<file path="config.mk">
export PLATFORM = sky130hd
export DESIGN_NAME = uart_rx
export DESIGN_NICKNAME = d
export VERILOG_FILES = /design/src/rtl/uart_pkg.sv /design/src/rtl/sync_2ff.sv /design/src/rtl/uart_rx.sv
export SDC_FILE = /design/constraint.sdc
export NUM_CORES = 1
export LEC_CHECK = 0
export ABC_AREA = 1
export CAP_MARGIN = 10
export CORE_UTILIZATION = 30
export DETAILED_ROUTE_END_ITERATION = 12
export SYNTH_ARGS = -nofsm -noshare
export SYNTH_HDL_FRONTEND = slang
export SYNTH_SLANG_ARGS = --single-unit
</file>
<file path="constraint.sdc">
create_clock -name clk -period 2.7 [get_ports clk]
set_input_delay 0.405 -clock clk [delete_from_list [all_inputs] [get_ports clk]]
set_output_delay 0.405 -clock clk [all_outputs]
set_load 0.01 [all_outputs]
</file>
<file path="src/rtl/uart_pkg.sv">
// rtl/uart_pkg.sv - shared UART receiver constants and state encoding
package uart_pkg;

  // Strobes per serial bit; the baud generator derives its rx divisor from this too.
  localparam int OVERSAMPLE = 8;

  // Strobe index at the centre of the start bit, counted from the detection strobe.
  localparam logic [2:0] START_MID = 3'(OVERSAMPLE / 2 - 1);

  // Last strobe index of a bit period; data and stop bits are sampled here.
  localparam logic [2:0] BIT_LAST = 3'(OVERSAMPLE - 1);

  typedef enum logic [2:0] {
    ST_IDLE      = 3'd0,
    ST_START     = 3'd1,
    ST_DATA      = 3'd2,
    ST_STOP      = 3'd3,
    ST_WAIT_HIGH = 3'd4
  } rx_state_e;

endpackage

</file>
<file path="src/rtl/sync_2ff.sv">
// rtl/sync_2ff.sv - 1-bit two-flop synchronizer resetting to the idle-high level
module sync_2ff (
  input  logic clk_i,
  input  logic rst_i,
  input  logic d_i,
  output logic q_o
);

  logic meta_q;
  logic sync_q;

  // Two-stage capture of the asynchronous pin; both stages come out of reset high.
  always_ff @(posedge clk_i) begin
    if (rst_i) begin
      meta_q <= 1'b1;
      sync_q <= 1'b1;
    end else begin
      meta_q <= d_i;
      sync_q <= meta_q;
    end
  end

  assign q_o = sync_q;

endmodule

</file>
<file path="src/rtl/uart_rx.sv">
// rtl/uart_rx.sv - 8x oversampled UART receiver with framing-error detection
module uart_rx
  import uart_pkg::*;
#(
  parameter int DATA_BITS = 8
) (
  input  logic                 clk,
  input  logic                 rst,
  input  logic                 rx_bd_en,
  input  logic                 rxd,
  output logic [DATA_BITS-1:0] rx_data,
  output logic                 rx_valid,
  output logic                 frame_err,
  output logic                 rx_busy
);

  localparam logic [2:0] BIT_MAX = 3'(DATA_BITS - 1);

  logic                 rx_s;
  rx_state_e            state_q,  state_d;
  logic [2:0]           tick_q,   tick_d;
  logic [2:0]           bit_q,    bit_d;
  logic [DATA_BITS-1:0] shreg_q,  shreg_d;
  logic [DATA_BITS-1:0] data_q,   data_d;
  logic                 valid_q,  valid_d;
  logic                 ferr_q,   ferr_d;
  logic                 busy_q;

  sync_2ff u_sync (
    .clk_i (clk),
    .rst_i (rst),
    .d_i   (rxd),
    .q_o   (rx_s)
  );

  // Frame sequencing: all decisions are taken on strobes and use only the synchronized line.
  always_comb begin
    state_d = state_q;
    tick_d  = tick_q;
    bit_d   = bit_q;
    shreg_d = shreg_q;
    data_d  = data_q;
    valid_d = 1'b0;
    ferr_d  = 1'b0;
    case (state_q)
      ST_IDLE: begin
        if (rx_bd_en && !rx_s) begin
          state_d = ST_START;
          tick_d  = 3'd0;
        end
      end
      ST_START: begin
        if (rx_bd_en) begin
          tick_d = tick_q + 3'd1;
          if (tick_q == START_MID) begin
            if (rx_s) begin
              // Line back high at mid start bit: treat it as a glitch.
              state_d = ST_IDLE;
            end else begin
              tick_d  = 3'd0;
              bit_d   = 3'd0;
              state_d = ST_DATA;
            end
          end
        end
      end
      ST_DATA: begin
        if (rx_bd_en) begin
          tick_d = tick_q + 3'd1;
          if (tick_q == BIT_LAST) begin
            shreg_d = {rx_s, shreg_q[DATA_BITS-1:1]};
            if (bit_q == BIT_MAX) begin
              state_d = ST_STOP;
            end else begin
              bit_d = bit_q + 3'd1;
            end
          end
        end
      end
      ST_STOP: begin
        if (rx_bd_en) begin
          tick_d = tick_q + 3'd1;
          if (tick_q == BIT_LAST) begin
            if (rx_s) begin
              data_d  = shreg_q;
              valid_d = 1'b1;
              state_d = ST_IDLE;
            end else begin
              // A low stop bit may be the start of a break; wait for the line to recover.
              ferr_d  = 1'b1;
              state_d = ST_WAIT_HIGH;
            end
          end
        end
      end
      ST_WAIT_HIGH: begin
        if (rx_bd_en && rx_s) begin
          state_d = ST_IDLE;
        end
      end
      default: begin
        state_d = ST_IDLE;
      end
    endcase
  end

  // State, counters and registered outputs; busy lags the state register by one cycle.
  always_ff @(posedge clk) begin
    if (rst) begin
      state_q <= ST_IDLE;
      tick_q  <= 3'd0;
      bit_q   <= 3'd0;
      shreg_q <= '0;
      data_q  <= '0;
      valid_q <= 1'b0;
      ferr_q  <= 1'b0;
      busy_q  <= 1'b0;
    end else begin
      state_q <= state_d;
      tick_q  <= tick_d;
      bit_q   <= bit_d;
      shreg_q <= shreg_d;
      data_q  <= data_d;
      valid_q <= valid_d;
      ferr_q  <= ferr_d;
      busy_q  <= (state_q != ST_IDLE);
    end
  end

  assign rx_data   = data_q;
  assign rx_valid  = valid_q;
  assign frame_err = ferr_q;
  assign rx_busy   = busy_q;

endmodule

</file>
==> impl_metrics.tcl <==
set metrics [dict create \
    grt_pass1_wl_um 4840 \
    setup_viol 0 \
    die_area_um2 5310 \
    yosysSeqAreaShare 0.398 \
    holdCritStartpoint "u_sync.meta_q" \
    p_leak_nw 0.700 \
    max-slew-margin-rel 0.589 \
    clk_latency_ns 0.28 \
    core_um2 4790 \
    setup.worst_path.class "input port to flip-flop" \
    via_per_inst 4.43 \
    critical_path_arrival_ns 1.84 \
    routed_wirelength_um 2880 \
    cts_num_sinks 30 \
    final_cells 268 \
    timing.rr.start "tick_q[0]" \
    netlist_instances 185 \
    hold_violations 0 \
    synth_top_family_by_area "simple AND/OR/NAND/NOR gates" \
    period_share 0.602 \
    synthSimpleGateAreaFrac 0.276 \
    cpPeakStageDelay_ns 0.55 \
    most-common-layout-cells "dfxtp_1 (30), nand2_1 (23), a21oi_1 (21)" \
    synthAdderAreaFrac 0.0664 \
    num_antenna_cells 0 \
    period_needed_ns 1.62 \
    post_drt_wl_per_cell_um 10.7 \
    antenna_found_initial 0 \
    ant_nets 0 \
    synth_warnings 0 \
    synth_compound_area_frac 0.163 \
    synth_nets 197 \
    synth_mux_area_frac 0 \
    htreeDepth 2 \
    io_pins 15 \
    post-place-ws_ns 0.764 \
    grt_max_degree 24 \
    grt_pass1_vias 1025 \
    postCtsHoldBufs 0 \
    syn_area_um2 1510 \
    drive_gt1_frac 0.199 \
    area_growth_pct 17.6 \
    drv_cap 0 \
    die_h_um 72.9 \
    startpoint "rst" \
    crit_required_ns 2.92 \
    initial_utilization 0.315 \
    setup_tns_ns 0 \
    clk_path_buf_depth 2 \
    slowest_stage "clkdlybuf4s50_1" \
    power_density_nw_per_um2 891 \
    cts_made_buffers 5 \
    finClkSkew_ns 0.00458 \
    synth-seq-cells 30 \
    fmax_mhz 616 \
    startpoint_type "input port" \
    grt_usage 0.122 \
    synth.avg_cell_area_um2 8.15 \
    yosysUniqueCellTypes 27 \
    root_buffer "clkbuf_8" \
    vias 1188 \
    grt-ovfl-total 0 \
    outcome "completed" \
    hpwl_um 2020 \
    rsz0062_at_grt "false" \
    hold_path_class "flip-flop to flip-flop" \
    drtPass1Iterations 4 \
    cts_tree "done" \
    synth_xor_area_frac 0 \
    routabilityCongestion 0.834 \
    end_kind "flip-flop" \
    dp.cells 260 \
    crit_chain "clkdlybuf4s50_1 -> inv_1 -> o21ai_0 -> a21oi_1" \
    drc 0 \
    ir_drop_mv 0.329 \
    drv_slew 0 \
    die_x_um 72.9 \
    setup_ws_ns 1.08 \
    portBuffers 14 \
    rows 25 \
    nets 212 \
    final_common_cell "dfxtp_1" \
    path_clk_slew_ns 0.06 \
    tightest_slew_ns 0.616 \
    cts_resized 0 \
    critPathMaxFanout 23 \
    cts_setup_buffers 0 \
    drtIter0Drc 30 \
]
==> synthesized netlist by cell type <==
library cell,number,area share
dfxtp_1,30,0.40
nand2_1,23,0.057
a21oi_1,21,0.070
inv_1,15,0.037
nor2_1,15,0.037
o21ai_0,15,0.050
nand3_1,13,0.043
ha_1,8,0.066
inv_2,6,0.015
nor2_4,6,0.045
buf_6,4,0.030
a21oi_2,3,0.017
nand2_2,3,0.012
nand2_4,3,0.022
o21ai_1,3,0.010
nand3_4,2,0.023
nor2_2,2,0.0083
nor3_1,2,0.0066
o21ai_2,2,0.012
or2_2,2,0.0083
buf_2,1,0.0033
clkbuf_1,1,0.0025
clkinv_2,1,0.0033
inv_4,1,0.0042
nand4_2,1,0.0083
o211ai_1,1,0.0050
or2_1,1,0.0042
==> cell families after synthesis <==
logic type      count (synthesis)
simple gates                   73
compound gates                 45
flops                          30
buf+inv                        29
fa+ha+maj                       8
==> worst max-delay path: cells and delay by family <==
family	cells	cell delay [ns]
buf+inv	2	1.08
compound gates	2	0.36
==> final cells by class <==
| cell class | count | area (um2) |
|---|---|---|
| fill | 494 | 3010 |
| multi-input combinational | 126 | 763 |
| sequential | 30 | 601 |
| timing repair buffer | 14 | 140 |
| inverter | 23 | 90.1 |
| tap | 67 | 83.8 |
| clock buffer | 6 | 82.6 |
| clock inverter | 2 | 12.5 |
==> sequential cells by signal, summed over array words and instances (netlist names) <==
signal and flops:
shreg_q 8, frame_err 1, rx_busy 1, state_q 3
rx_data 8, tick_q 3, bit_q 3, u_sync.meta_q 1
rx_valid 1, u_sync.q_o 1
==> per-stage QoR <==
stage                     area (um2)   util  hold slack (ns)  total power [W]
final                           1770  0.370            0.418          0.00158
after global routing            1770  0.370            0.452          0.00170
after CTS                       1770  0.370            0.415          0.00159
after detailed placement        1680  0.351            0.398          0.00120
after global placement          1680  0.351            0.393          0.00120
after floorplan                 1510      -            0.389          0.00111
==> final timing paths <==
kind | slack [ns] | cells past startpoint | endpoint
setup / recovery | 1.08 | 4 | shreg_q[4]
hold / removal | 0.42 | 1 | u_sync.q_o
setup reg to reg | 1.10 | 9 | state_q[0]
hold reg to reg | 0.42 | 1 | u_sync.q_o
==> routing by layer <==
layer | global-route usage | part of all wire | vias up
li1 | - | - | 630
met1 | 0.156 | 0.49 | 525
met2 | 0.188 | 0.44 | 26
met3 | 0.0387 | 0.049 | 7
met4 | 0.0523 | 0.017 | 0
met5 | 0 | 0 | -
==> power by group <==
part           total [W]  internal (W)  leakage (nW)  switching (W)
registers       0.000578      0.000496         0.243      0.0000819
logic           0.000617      0.000223         0.409       0.000394
clock network   0.000385      0.000205        0.0472       0.000180
(Power assumes the default switching activity.)
